File: src/rtl/rv_pkg.sv
// Shared types for the RV32I/RV64I decode stage: ALU codes, major opcodes,
// writeback selects and the packed control bundle carried down the pipe.
package rv_pkg;

    typedef enum logic [3:0] {
        ALU_ADD  = 4'b0000,
        ALU_SLL  = 4'b0001,
        ALU_SLT  = 4'b0010,
        ALU_SLTU = 4'b0011,
        ALU_XOR  = 4'b0100,
        ALU_SRL  = 4'b0101,
        ALU_OR   = 4'b0110,
        ALU_AND  = 4'b0111,
        ALU_SUB  = 4'b1000,
        ALU_SRA  = 4'b1101,
        ALU_NOP  = 4'b1111
    } t_aluCodes;

    typedef enum logic [4:0] {
        OP_LOAD   = 5'b00000,
        OP_OPIMM  = 5'b00100,
        OP_AUIPC  = 5'b00101,
        OP_STORE  = 5'b01000,
        OP_OP     = 5'b01100,
        OP_LUI    = 5'b01101,
        OP_BRANCH = 5'b11000,
        OP_JALR   = 5'b11001,
        OP_JAL    = 5'b11011
    } t_opcodes;

    typedef enum logic [1:0] {
        WB_ALU = 2'd0,
        WB_MEM = 2'd1,
        WB_PC4 = 2'd2,
        WB_IMM = 2'd3
    } t_wbSel;

    typedef struct packed {
        logic      regWrite;
        logic      memWrite;
        logic      memRead;
        logic      branch;
        logic      jump;
        logic      srcAPc;
        logic      srcBImm;
        t_wbSel    wbSel;
        t_aluCodes aluCode;
        logic      illegal;
        logic [4:0] rd;
        logic [4:0] rs1;
        logic [4:0] rs2;
        logic [2:0] funct3;
    } t_ctrl;

    localparam t_ctrl CTRL_RESET = '{
        regWrite: 1'b0, memWrite: 1'b0, memRead: 1'b0, branch: 1'b0,
        jump: 1'b0, srcAPc: 1'b0, srcBImm: 1'b0, wbSel: WB_ALU,
        aluCode: ALU_NOP, illegal: 1'b0,
        rd: 5'd0, rs1: 5'd0, rs2: 5'd0, funct3: 3'd0
    };

    // ALU code layout mirrors {instr[30], funct3} so OP/OPIMM map directly.
    function automatic t_aluCodes aluFromFunct(input logic bit30, input logic [2:0] funct3);
        return t_aluCodes'({bit30, funct3});
    endfunction

endpackage

File: src/rtl/instr_decode.sv
// Purely combinational RV32I/RV64I decoder: instruction word to control
// bundle plus sign-extended immediate. Illegal encodings yield a NOP bundle.
module instr_decode
    import rv_pkg::*;
#(
    parameter int XLEN = 32
) (
    input  logic [31:0]     i_instr,
    output t_ctrl           o_ctrl,
    output logic [XLEN-1:0] o_imm
);

    logic [31:0] w_immI;
    logic [31:0] w_immS;
    logic [31:0] w_immB;
    logic [31:0] w_immJ;
    logic [31:0] w_immU;
    logic [2:0]  w_funct3;
    logic [6:0]  w_funct7;
    logic        w_shiftOk;
    logic        w_isShift;
    t_ctrl       w_ctrl;
    logic [31:0] w_imm32;
    logic        w_illegal;

    assign w_funct3 = i_instr[14:12];
    assign w_funct7 = i_instr[31:25];

    assign w_immI = {{20{i_instr[31]}}, i_instr[31:20]};
    assign w_immS = {{20{i_instr[31]}}, i_instr[31:25], i_instr[11:7]};
    assign w_immB = {{20{i_instr[31]}}, i_instr[7], i_instr[30:25], i_instr[11:8], 1'b0};
    assign w_immJ = {{12{i_instr[31]}}, i_instr[19:12], i_instr[20], i_instr[30:21], 1'b0};
    assign w_immU = {i_instr[31:12], 12'b0};

    // On RV64 instr[25] is shamt[5], so only the upper six funct bits qualify.
    assign w_isShift = (w_funct3 == 3'b001) || (w_funct3 == 3'b101);
    assign w_shiftOk = (XLEN == 64)
                     ? ((i_instr[31:26] == 6'b000000) || (i_instr[31:26] == 6'b010000))
                     : ((w_funct7 == 7'b0000000) || (w_funct7 == 7'b0100000));

    always_comb begin
        w_ctrl        = CTRL_RESET;
        w_ctrl.rd     = i_instr[11:7];
        w_ctrl.rs1    = i_instr[19:15];
        w_ctrl.rs2    = i_instr[24:20];
        w_ctrl.funct3 = w_funct3;
        w_imm32       = '0;
        w_illegal     = 1'b0;

        if (i_instr[1:0] != 2'b11) begin
            w_illegal = 1'b1;
        end else begin
            case (t_opcodes'(i_instr[6:2]))
                OP_LUI: begin
                    w_ctrl.regWrite = 1'b1;
                    w_ctrl.wbSel    = WB_IMM;
                    w_imm32         = w_immU;
                end
                OP_AUIPC: begin
                    w_ctrl.regWrite = 1'b1;
                    w_ctrl.srcAPc   = 1'b1;
                    w_ctrl.srcBImm  = 1'b1;
                    w_ctrl.aluCode  = ALU_ADD;
                    w_imm32         = w_immU;
                end
                OP_JAL: begin
                    w_ctrl.regWrite = 1'b1;
                    w_ctrl.jump     = 1'b1;
                    w_ctrl.srcAPc   = 1'b1;
                    w_ctrl.srcBImm  = 1'b1;
                    w_ctrl.wbSel    = WB_PC4;
                    w_ctrl.aluCode  = ALU_ADD;
                    w_imm32         = w_immJ;
                end
                OP_JALR: begin
                    w_ctrl.regWrite = 1'b1;
                    w_ctrl.jump     = 1'b1;
                    w_ctrl.srcBImm  = 1'b1;
                    w_ctrl.wbSel    = WB_PC4;
                    w_ctrl.aluCode  = ALU_ADD;
                    w_imm32         = w_immI;
                    w_illegal       = (w_funct3 != 3'b000);
                end
                OP_BRANCH: begin
                    w_ctrl.branch  = 1'b1;
                    w_ctrl.aluCode = ALU_SUB;
                    w_imm32        = w_immB;
                    w_illegal      = (w_funct3 == 3'b010) || (w_funct3 == 3'b011);
                end
                OP_LOAD: begin
                    w_ctrl.regWrite = 1'b1;
                    w_ctrl.memRead  = 1'b1;
                    w_ctrl.srcBImm  = 1'b1;
                    w_ctrl.wbSel    = WB_MEM;
                    w_ctrl.aluCode  = ALU_ADD;
                    w_imm32         = w_immI;
                end
                OP_STORE: begin
                    w_ctrl.memWrite = 1'b1;
                    w_ctrl.srcBImm  = 1'b1;
                    w_ctrl.aluCode  = ALU_ADD;
                    w_imm32         = w_immS;
                end
                OP_OPIMM: begin
                    w_ctrl.regWrite = 1'b1;
                    w_ctrl.srcBImm  = 1'b1;
                    w_ctrl.aluCode  = aluFromFunct(i_instr[30] && (w_funct3 == 3'b101), w_funct3);
                    w_imm32         = w_immI;
                    w_illegal       = w_isShift && !w_shiftOk;
                end
                OP_OP: begin
                    w_ctrl.regWrite = 1'b1;
                    w_ctrl.aluCode  = aluFromFunct(i_instr[30], w_funct3);
                    w_illegal       = !((w_funct7 == 7'b0000000) ||
                                        ((w_funct7 == 7'b0100000) &&
                                         ((w_funct3 == 3'b000) || (w_funct3 == 3'b101))));
                end
                default: begin
                    w_illegal = 1'b1;
                end
            endcase
        end
    end

    // Register indices and funct3 still pass through for illegal words.
    always_comb begin
        o_ctrl = w_ctrl;
        o_imm  = XLEN'($signed(w_imm32));
        if (w_illegal) begin
            o_ctrl         = CTRL_RESET;
            o_ctrl.rd      = i_instr[11:7];
            o_ctrl.rs1     = i_instr[19:15];
            o_ctrl.rs2     = i_instr[24:20];
            o_ctrl.funct3  = w_funct3;
            o_ctrl.illegal = 1'b1;
            o_imm          = '0;
        end
    end

endmodule

File: src/rtl/decode_stage.sv
// Registered decode pipeline stage with valid/ready on both sides and an
// optional skid entry so in_ready is a flop rather than a path from out_ready.
module decode_stage
    import rv_pkg::*;
#(
    parameter int XLEN = 32,
    parameter int SKID = 1
) (
    input  logic            clk,
    input  logic            rst,
    input  logic            flush,
    input  logic            in_valid,
    output logic            in_ready,
    input  logic [31:0]     in_instr,
    input  logic [XLEN-1:0] in_pc,
    output logic            out_valid,
    input  logic            out_ready,
    output logic [XLEN-1:0] out_pc,
    output logic [4:0]      out_rd,
    output logic [4:0]      out_rs1,
    output logic [4:0]      out_rs2,
    output logic [2:0]      out_funct3,
    output logic [3:0]      out_aluCode,
    output logic [XLEN-1:0] out_imm,
    output logic            out_regWrite,
    output logic            out_memWrite,
    output logic            out_memRead,
    output logic            out_branch,
    output logic            out_jump,
    output logic            out_srcAPc,
    output logic            out_srcBImm,
    output logic [1:0]      out_wbSel,
    output logic            out_illegal
);

    t_ctrl           w_decCtrl;
    logic [XLEN-1:0] w_decImm;
    logic            w_outFree;
    logic            w_inFire;

    logic            r_outValid;
    t_ctrl           r_outCtrl;
    logic [XLEN-1:0] r_outImm;
    logic [XLEN-1:0] r_outPc;
    logic            r_skidValid;
    t_ctrl           r_skidCtrl;
    logic [XLEN-1:0] r_skidImm;
    logic [XLEN-1:0] r_skidPc;
    logic            r_inReady;

    instr_decode #(
        .XLEN (XLEN)
    ) u_instrDecode (
        .i_instr (in_instr),
        .o_ctrl  (w_decCtrl),
        .o_imm   (w_decImm)
    );

    // Without the skid entry a stalled output blocks intake directly.
    assign w_outFree = !r_outValid || out_ready;
    assign in_ready  = (SKID != 0) ? r_inReady : w_outFree;
    assign w_inFire  = in_valid && in_ready && !flush;

    always_ff @(posedge clk or posedge rst) begin
        if (rst) begin
            r_outValid  <= 1'b0;
            r_outCtrl   <= CTRL_RESET;
            r_outImm    <= '0;
            r_outPc     <= '0;
            r_skidValid <= 1'b0;
            r_skidCtrl  <= CTRL_RESET;
            r_skidImm   <= '0;
            r_skidPc    <= '0;
            r_inReady   <= 1'b1;
        end else if (flush) begin
            r_outValid  <= 1'b0;
            r_skidValid <= 1'b0;
            r_inReady   <= 1'b1;
        end else if (w_outFree) begin
            if (r_skidValid) begin
                r_outValid  <= 1'b1;
                r_outCtrl   <= r_skidCtrl;
                r_outImm    <= r_skidImm;
                r_outPc     <= r_skidPc;
                r_skidValid <= 1'b0;
                r_inReady   <= 1'b1;
            end else if (w_inFire) begin
                r_outValid <= 1'b1;
                r_outCtrl  <= w_decCtrl;
                r_outImm   <= w_decImm;
                r_outPc    <= in_pc;
            end else begin
                r_outValid <= 1'b0;
            end
        end else if (w_inFire) begin
            r_skidValid <= 1'b1;
            r_skidCtrl  <= w_decCtrl;
            r_skidImm   <= w_decImm;
            r_skidPc    <= in_pc;
            r_inReady   <= 1'b0;
        end
    end

    assign out_valid    = r_outValid;
    assign out_pc       = r_outPc;
    assign out_imm      = r_outImm;
    assign out_rd       = r_outCtrl.rd;
    assign out_rs1      = r_outCtrl.rs1;
    assign out_rs2      = r_outCtrl.rs2;
    assign out_funct3   = r_outCtrl.funct3;
    assign out_aluCode  = r_outCtrl.aluCode;
    assign out_regWrite = r_outCtrl.regWrite;
    assign out_memWrite = r_outCtrl.memWrite;
    assign out_memRead  = r_outCtrl.memRead;
    assign out_branch   = r_outCtrl.branch;
    assign out_jump     = r_outCtrl.jump;
    assign out_srcAPc   = r_outCtrl.srcAPc;
    assign out_srcBImm  = r_outCtrl.srcBImm;
    assign out_wbSel    = r_outCtrl.wbSel;
    assign out_illegal  = r_outCtrl.illegal;

endmodule
File: config.mk
export PLATFORM = sky130hd
export DESIGN_NAME = decode_stage
export DESIGN_NICKNAME = d
export VERILOG_FILES = /design/src/rtl/rv_pkg.sv /design/src/rtl/instr_decode.sv /design/src/rtl/decode_stage.sv
export SDC_FILE = /design/constraint.sdc
export NUM_CORES = 1
export LEC_CHECK = 0
export BUFFER_PORTS_ARGS = -buffer_cell sky130_fd_sc_hd__buf_2
export CELL_PAD_IN_SITES_DETAIL_PLACEMENT = 1
export CELL_PAD_IN_SITES_GLOBAL_PLACEMENT = 2
export CORE_MARGIN = 1
export CORE_UTILIZATION = 39
export DETAILED_ROUTE_END_ITERATION = 8
export PLACE_DENSITY = 0.81
export SETUP_SLACK_MARGIN = 0.1
export SYNTH_ARGS = -nofsm -noshare
export SYNTH_HDL_FRONTEND = slang
export SYNTH_HIERARCHICAL = 1
export SYNTH_SLANG_ARGS = --single-unit
File: constraint.sdc
create_clock -name clk -period 6.6 [get_ports clk]
set_input_delay 0.33 -clock clk [delete_from_list [all_inputs] [get_ports clk]]
set_output_delay 0.33 -clock clk [all_outputs]
set_load 0.01 [all_outputs]
# Word level (Yosys, flattened, before mapping)
# Index checks and enable logic that the tools add are counted.
# word_totals
mem_count	0
regBits	195
ramBits	0
in_bits	69
out_inout_bits	98
romBits	0
latchBits	0
elab_cells	118
# classes
n_mux	33
bitwise	2
div_mod_pow	0
n_addsub	0
eq_ne	15
reduce_logical	33
multipliers	0
shifts	0
n_lt_le_gt_ge	0
# ops
cell	n
two-way mux 32 bit	9
one-hot mux 32 bit (5 select lines)	1
two-way mux 1 bit	19
one-hot mux 4 bit (4 select lines)	1
equality test 5 x 4 -> 1 bit (second input constant)	3
equality test 5 bit (second input constant)	3
two-way mux 13 bit	1
equality test 5 x 3 -> 1 bit (second input constant)	2
OR reduction 5 bit	2
equality test 7 x 6 -> 1 bit (second input constant)	1
logical NOT 7 bit	1
OR reduction 7 bit	1
equality test 3 x 2 -> 1 bit (second input constant)	2
logical OR 1 bit	6
one-hot mux 2 bit (3 select lines)	1
AND reduction 3 bit	2
nonzero test 3 bit	2
OR reduction 2 bit	3
OR reduction 6 bit	1
logical AND 1 bit	5
logical NOT 5 bit	1
one-hot mux 1 bit (5 select lines)	1
logical NOT 1 bit	4
nonzero test 2 bit	2
other kinds (8)	9

# Depth between registers and ports, before layout
# Gate-level depths: netlist of run 1.
# depth
word_depth	10
ltp_mapped	9
ltp_nobuf	6

# Cells and area by module
# Netlist of run 1, hierarchy kept.
# modules_own_cells
module	n_inst	area_each_um2	cells_per_inst	seq_area_each_um2
decode_stage	1	8424.3	528	4890.9
instr_decode	1	1199.9	181	0.0

# Worst setup path after synthesis of run 1
# No wires, ideal clock.
# synth_timing
path_type	input to register
from	input port in_instr[4]
to	register r_outImm[10], in the netlist out_imm[10]
n_path_buf	2
setup_time_ns	0.125
t_arrival_ns	2.134
t_required_ns	6.475
setup_slack_ns	4.342
cell_stages	8
path_cell_list	buf_2 > nand4b_1 > a31o_2 > nor3_1 > buf_2 > nor4b_1 > mux2_2 > mux2_2
# synth_via
elab_chain_cells	7
word_cells_on_any_way	19
cone_classes	8 x eq/ne; 7 x mux; 4 x reduce/logical
# synth_rtl
item	line_no	text
start: declaration	decode_stage.sv:14	input logic [31:0] in_instr,
equality test 5 x 3 -> 1 bit (tied with other cells)	instr_decode.sv:53	case (t_opcodes'(i_instr[6:2]))
OR reduction 5 bit (no line) (tied with other cells)	n/a	
one-hot mux 1 bit (5 select lines) / one-hot mux 32 bit (5 select lines) (equally long branches)	instr_decode.sv:53	
two-way mux 1 bit / two-way mux 32 bit (equally long branches)	instr_decode.sv:50	if (i_instr[1:0] != 2'b11) begin
two-way mux 32 bit *	instr_decode.sv:129	if (w_illegal) begin
net w_decImm[10]	decode_stage.sv:37	logic [XLEN-1:0] w_decImm;
two-way mux 32 bit *	decode_stage.sv:87	end else if (w_inFire) begin
two-way mux 32 bit *	decode_stage.sv:80	if (r_skidValid) begin
end signal: assignment	decode_stage.sv:83	r_outImm <= r_skidImm;
end signal: assignment	decode_stage.sv:90	r_outImm <= w_decImm;
end: declaration	decode_stage.sv:43	logic [XLEN-1:0] r_outImm;
# The timed path passes the listed nets; every way through them passes the cells marked *. The select of a mux whose other input is x is not followed.
# A chain may end at the register's enable or synchronous reset.

# Worst setup path in the final report of run 1
# layout_timing
from	register r_outValid, in the netlist out_valid
to	register r_skidCtrl[28] (netlist bit)
# layout_via
elab_chain_cells	4
# layout_rtl
item	line_no	text
start: declaration	decode_stage.sv:41	logic r_outValid;
start signal: assignment	decode_stage.sv:66	r_outValid <= 1'b0;
start signal: assignment	decode_stage.sv:76	r_outValid <= 1'b0;
start signal: assignment	decode_stage.sv:81	r_outValid <= 1'b1;
logical NOT 1 bit	decode_stage.sv:60	assign w_outFree = !r_outValid || out_ready;
logical OR 1 bit	decode_stage.sv:60	
NOT 1 bit (no line)	n/a	
AND reduction 3 bit (no line)	n/a	
end signal: assignment	decode_stage.sv:97	r_skidCtrl <= w_decCtrl;
end: declaration	decode_stage.sv:46	t_ctrl r_skidCtrl;
# No other way between the ends.

==> results.cfg, run 1 <==
[status]
outcome = complete, no violations

[timing]
relSlewSlack = 0.3350
report.final.slew_viol_count = 0
hold_violations = 0
setup_viol = 0
layout_min_cycle_time_ns = 2.890
grt_setup_unrepaired = no
tightest_slew_ns = 0.9974
min_period_over_period = 0.4379
fin_skew_ns = 0.01647
fin_tns_setup_ns = 0
fmax_ghz = 0.3460

[synthesis]
syn_nets = 778
ys_seq_elements = 195
synthCells = 709
yosys_warnings = 6
synth_top_area_frac = 0.4836
syn-cell-area_um2 = 9624
synth.distinct_cells = 49
synth_area_leaders = dfrtp_1, mux2_2, mux2_1
yosys.area.top_type = dfrtp_1
synth_area_per_cell_um2 = 13.57
ys_seq_area_frac = 0.5082

[critical_path]
r2r-end = r_skidCtrl[28]$_DFFE_PP0P_
arrival_ns = 3.21
cpLargestDelayFamily = simple AND/OR/NAND/NOR gates
rrSetupSlack_ns = 3.71
end_kind = flop
r2r_start = out_valid$_DFFE_PP0P_
slowest_stage = buf_4
worst_ep_required_time_ns = 6.92
reg2reg_depth = 4
crit_fanout = 72
max_stage_delay_ns = 0.90
critPathKind = flop to flop
cp_num_buf_inv = 1
cp-start-kind = flop
worstPathCellList = or3b_4 -> nor2_4 -> buf_4 -> mux2_2

[floorplanning]
io_pins = 167
num_rows = 57
initial_core_util = 0.3969
die-area_um2 = 25310
die_x_um = 159.1
die_h_um = 159.1
core_um2 = 24250

[layout]
fill_cells = 2564
area_delta_synth_final_pct = 15.85
antenna_cells = 0
drive_gt1_frac = 0.5672
final_cell_mix = mux2_2, dfrtp_1, buf_2, mux2_1, nand2_1
layout_commonest_cell = mux2_2
fin_nets = 904

[clock_network]
numCtsBuffers = 17
clock-sinks = 195
h-tree-depth = 4
postCtsSetupRepairBufs = 0
insertion_delay_ns = 0.44
clockBufferDepth = 2
clk_pin_slew_ns = 0.09
cts-root-buf = clkbuf_16
cts_tree = yes
holdBufCountCts = 0
post_cts_resized = 0

[power_and_ir_drop]
clock_power_share = 0.363
switchingPower_mw = 0.8787
ir_drop_mv = 0.1674
switching_share = 0.2861
combPwrFrac = 0.156
power_density_nw_per_um2 = 275.4
p_int_mw = 2.192
power_mw = 3.071
seqPwrFrac = 0.480
p_leak_nw = 5.094

[routing]
wl_um = 23180
vias = 6160
drt_iter0_markers = 280
drt-pass1-iter-count = 4
wl_per_cell_um = 19.78
viasPerCell = 5.256
route.detailed.drc = 0
ant_nets = 0

[place]
gp_congestion = 0.7324
dpl.hpwl_um = 15270
io_buffers = 166

[grt]
grt_max_degree = 124
grt_pass1_vias = 6558
grt_usage = 0.1895
grt_antenna_before_repair = 0
globalRoute.totalOverflow = 0
grt_pass1_wl_um = 37580

[min_path]
hold_class = input port to asynchronous set/reset pin

[job]
cap_viol_max_count = 0
==> worst register-to-register path: stages (launching register included) <==
cell     delay, ns
dfrtp_1       0.37
or3b_4        0.41
nor2_4        0.62
buf_4         0.92
mux2_2        0.45
==> state kept, by name (all words and copies together) (netlist names), 2 cells and up <==
| register | count |
|---|---|
| out_rd | 5 |
| out_rs2 | 5 |
| out_imm | 32 |
| out_funct3 | 3 |
| r_skidPc | 32 |
| out_aluCode | 4 |
| r_skidCtrl | 32 |
| out_wbSel | 2 |
| r_skidImm | 32 |
| out_rs1 | 5 |
| out_pc | 32 |
==> routing by layer <==
metal,part of all wire,global-route usage,vias to the layer above,wire [µm]
met5,0,0,-,0
met4,0.012,0.04720,0,282
met3,0.032,0.03621,18,736
met2,0.49,0.3086,121,11280
met1,0.47,0.2599,3223,10880
li1,-,-,2798,-
==> power groups by stage <==
stage	clock network, mW	registers, mW	logic, mW
after floorplan	0	1.51	0.290
after global placement	0	1.49	0.473
after detailed placement	0	1.50	0.486
after CTS	1.15	1.48	0.490
after global routing	1.19	1.50	0.524
final	1.12	1.47	0.480
==> cell usage after synthesis (all sizes together) <==
master	number
a2111oi	1
a211oi	14
a21o	1
a21oi	16
a22oi	4
a31o	1
a31oi	1
a32oi	1
and2	1
and3	1
and3b	1
and4	1
buf	56
clkbuf	12
dfrtp	186
dfstp	9
inv	5
mux2	289
nand2	20
nand2b	4
nand3	8
nand3b	1
nand4b	2
nor2	14
nor2b	5
nor3	21
nor4	3
nor4b	6
o211ai	3
o21a	1
o21ai	4
o21bai	1
o221a	1
o22a	1
o311a	1
o32ai	2
or2	4
or3	4
or3b	2
or4	1
==> per-stage QoR <==
step | std cells | worst slack, ns | utilization | hold WS [ns] | instance area, µm²
after floorplan | 709 | 0.9726 | - | 0.4419 | 9624
after global placement | 1140 | 3.631 | 0.4333 | 0.4610 | 10510
after detailed placement | 1140 | 3.589 | 0.4333 | 0.4729 | 10510
after CTS | 1172 | 3.690 | 0.4598 | 0.1061 | 11150
after global routing | 1172 | 3.510 | 0.4598 | 0.1169 | 11150
final | 1172 | 3.710 | 0.4598 | 0.01131 | 11150
==> cells by family (layout without fill, tap and decap cells) <==
group | count (synthesis) | after routing | share of synthesized area
AO/OA/AOI/OAI | 53 | 53 | 0.04238
multiplexers | 289 | 289 | 0.3381
AND/OR/NAND/NOR | 99 | 99 | 0.06292
buffers and inverters | 73 | 212 | 0.04836
flip-flops | 195 | 195 | 0.5082
==> worst max-delay path by stage <==
| stage | start | endpoint | cells after the start |
|---|---|---|---|
| floorplan | rst | out_branch$_DFFE_PP0P_ | 1 |
| global placement | flush | r_skidCtrl[30]$_DFFE_PP0P_ | 5 |
| detailed placement | flush | r_skidImm[31]$_DFFE_PP0P_ | 5 |
| CTS | out_valid$_DFFE_PP0P_ | r_skidPc[21]$_DFFE_PP0P_ | 4 |
| global route | out_valid$_DFFE_PP0P_ | r_skidPc[21]$_DFFE_PP0P_ | 4 |
| finish | out_valid$_DFFE_PP0P_ | r_skidCtrl[28]$_DFFE_PP0P_ | 4 |
==> cell type report <==
| class | count | area (µm²) | area share |
|---|---|---|---|
| Clock buffer | 17 | 425.4 | 0.03816 |
| Clock inverter | 15 | 217.7 | 0.01953 |
| Inverter | 5 | 26.28 | 0.002357 |
| Multi-Input combinational cell | 441 | 4282 | 0.3840 |
| Sequential cell | 195 | 4895 | 0.4390 |
| Tap cell | 324 | 405.4 | 0.03636 |
| Timing Repair Buffer | 175 | 898.4 | 0.08057 |
(Power assumes the default switching activity.)
==> inputs of run 2 (changes only) <==
--- a/config.mk
+++ b/config.mk
@@ -5,13 +5,14 @@
 export SDC_FILE = /design/constraint.sdc
 export NUM_CORES = 1
 export LEC_CHECK = 0
+export ABC_AREA = 1
 export BUFFER_PORTS_ARGS = -buffer_cell sky130_fd_sc_hd__buf_2
 export CELL_PAD_IN_SITES_DETAIL_PLACEMENT = 1
 export CELL_PAD_IN_SITES_GLOBAL_PLACEMENT = 2
 export CORE_MARGIN = 1
-export CORE_UTILIZATION = 39
+export CORE_UTILIZATION = 29
 export DETAILED_ROUTE_END_ITERATION = 8
-export PLACE_DENSITY = 0.81
+export PLACE_DENSITY = 0.76
 export SETUP_SLACK_MARGIN = 0.1
 export SYNTH_ARGS = -nofsm -noshare
 export SYNTH_HDL_FRONTEND = slang
==> constraint.sdc (replaced) <==
create_clock -name clk -period 2.5 [get_ports clk]
set_input_delay 0.125 -clock clk [delete_from_list [all_inputs] [get_ports clk]]
set_output_delay 0.125 -clock clk [all_outputs]
set_load 0.01 [all_outputs]
==> results.cfg, run 2 <==
[grt]
grt_pass1_vias = 9038
grt_antenna_before_repair = 0
globalRoute.totalOverflow = 0
grt_max_degree = 193
grt_pass1_wl_um = 49890
grt_usage = 0.1782

[clock_network]
cts_tree = yes
post_cts_resized = 0
clock-sinks = 195
cts-root-buf = clkbuf_16
holdBufCountCts = 41
postCtsSetupRepairBufs = 0
clockBufferDepth = 2
insertion_delay_ns = 0.45
h-tree-depth = 4
numCtsBuffers = 17
clk_pin_slew_ns = 0.08

[routing]
drt_iter0_markers = 342
route.detailed.drc = 0
wl_um = 30390
ant_nets = 0
viasPerCell = 4.592
drt-pass1-iter-count = 4
wl_per_cell_um = 15.76
vias = 8854

[layout]
final_cell_mix = nand2_1, o21ai_0, dfrtp_1, buf_2, nand3_1
fin_nets = 1536
antenna_cells = 0
drive_gt1_frac = 0.1885
layout_commonest_cell = nand2_1
area_delta_synth_final_pct = 20.81

[min_path]
hold_class = input port to flop
min_from = in_instr[22]

[timing]
relSlewSlack = 0.3419
report.final.slew_viol_count = 0
layout_min_cycle_time_ns = 1.891
fmax_ghz = 0.5287
fin_hold_ws_ns = 0.02253
min_period_over_period = 0.7566
fin_ws_ns = 0.6086
tightest_slew_ns = 0.9850
fin_skew_ns = 0.01286
grt_setup_unrepaired = no
hold_violations = 0
setup_viol = 0

[place]
pre_cts_ws_ns = 0.5517
gp_congestion = 0.8179
dpl.hpwl_um = 20230
io_buffers = 166

[critical_path]
rrSetupSlack_ns = 0.61
cp_num_buf_inv = 2
startpoint = r_skidValid$_DFFE_PP0P_
max_stage_delay_ns = 0.55
endpoint = out_branch$_DFFE_PP0P_
worstPathCellList = inv_2 -> nand2_4 -> nand2_4 -> buf_4 -> nand2_1 -> nand2_1
crit_fanout = 56
cp-start-kind = flop
r2r-end = out_branch$_DFFE_PP0P_
slowest_stage = buf_4
critPathKind = flop to flop
reg2reg_depth = 6
cp.depth = 6
r2r_start = r_skidValid$_DFFE_PP0P_
arrival_ns = 2.28
worst_ep_required_time_ns = 2.88
cpLargestDelayFamily = buffers and inverters
end_kind = flop

[power_and_ir_drop]
p_leak_nw = 6.117
ir_drop_mv = 0.4823
power_density_nw_per_um2 = 657.7

[job]
cap_viol_max_count = 0

[floorplanning]
initial_core_util = 0.2968
die_h_um = 187.7
core_um2 = 33700
die-area_um2 = 35230
num_rows = 67
die_x_um = 187.7
io_pins = 167

[synthesis]
syn-cell-area_um2 = 10000
synth_common_cells = nand2_1, o21ai_0, dfrtp_1
synth_async_sr_flop_share = 1.000
synthFlopType = dfrtp_1
synth_most_common_cell = nand2_1
ys_seq_area_frac = 0.4891
syn_nets = 1388
synth_area_per_cell_um2 = 7.582
yosys.area.top_type = dfrtp_1
synth_top_area_frac = 0.4654
ys_seq_elements = 195
synth_area_leaders = dfrtp_1, nand2_1, o21ai_0
synthCells = 1319
yosys_warnings = 6
synth_enable_flop_cells = 0
synth.distinct_cells = 23

[status]
outcome = complete, no violations
## run 2: how the worst min path moves through the flow
stage	to	slack, ns	cells after the start
floorplan	in_ready$_DFFE_PP1P_	0.25	3
global placement	in_ready$_DFFE_PP1P_	0.38	4
detailed placement	r_skidCtrl[0]$_DFFE_PP0P_	0.41	2
CTS	r_skidCtrl[8]$_DFFE_PP0P_	0.0008	3
global route	r_skidCtrl[10]$_DFFE_PP0P_	0.01	3
finish	r_skidCtrl[5]$_DFFE_PP0P_	0.02	3
## run 2: power breakdown
part,switching (mW),internal (mW),total [mW],leakage [nW]
Clock,1.32,1.47,2.80,0.289
Combinational,0.800,0.493,1.29,3.27
Sequential,0.235,3.62,3.86,2.56
Total,2.36,5.59,7.95,6.12
## run 2: logic make-up after synthesis
family                 count (synthesis)  synth area share
AO/OA/AOI/OAI                        198            0.1006
flip-flops                           195            0.4891
buffers and inverters                221            0.1072
AND/OR/NAND/NOR                      705            0.3031
## run 2: layer usage
metal / wire, µm / GRT usage / up-vias
met5: 0 / 0 / -
met4: 442 / 0.05285 / 0
met3: 794 / 0.02489 / 25
met2: 14350 / 0.2886 / 126
met1: 14810 / 0.2461 / 4308
li1: - / - / 4395
## run 2: tightest hold or removal path, cell delays in order
cell and delay (ns):
buf_2 0.15, inv_1 0.07, o21ai_0 0.08
## run 2: metrics by stage
stage / cells / cell area, µm² / util / TNS (ns) / power (mW)
floorplan: 1319 / 10000 / - / -25.31 / 4.630
global placement: 1855 / 11080 / 0.3289 / 0 / 5.139
detailed placement: 1855 / 11080 / 0.3289 / 0 / 5.184
CTS: 1928 / 12080 / 0.3585 / 0 / 8.077
global route: 1928 / 12080 / 0.3585 / 0 / 8.404
finish: 1928 / 12080 / 0.3585 / 0 / 7.946
## run 2: layout make-up
type / count / area [µm²]
fillers: 4146 / 21620
flip-flops and latches: 195 / 4895
multi-input cells: 903 / 4050
repair buffers: 229 / 1531
well taps: 448 / 560.5
clock buffers: 20 / 466.7
inverters: 121 / 457.9
clock inverters: 12 / 120.1
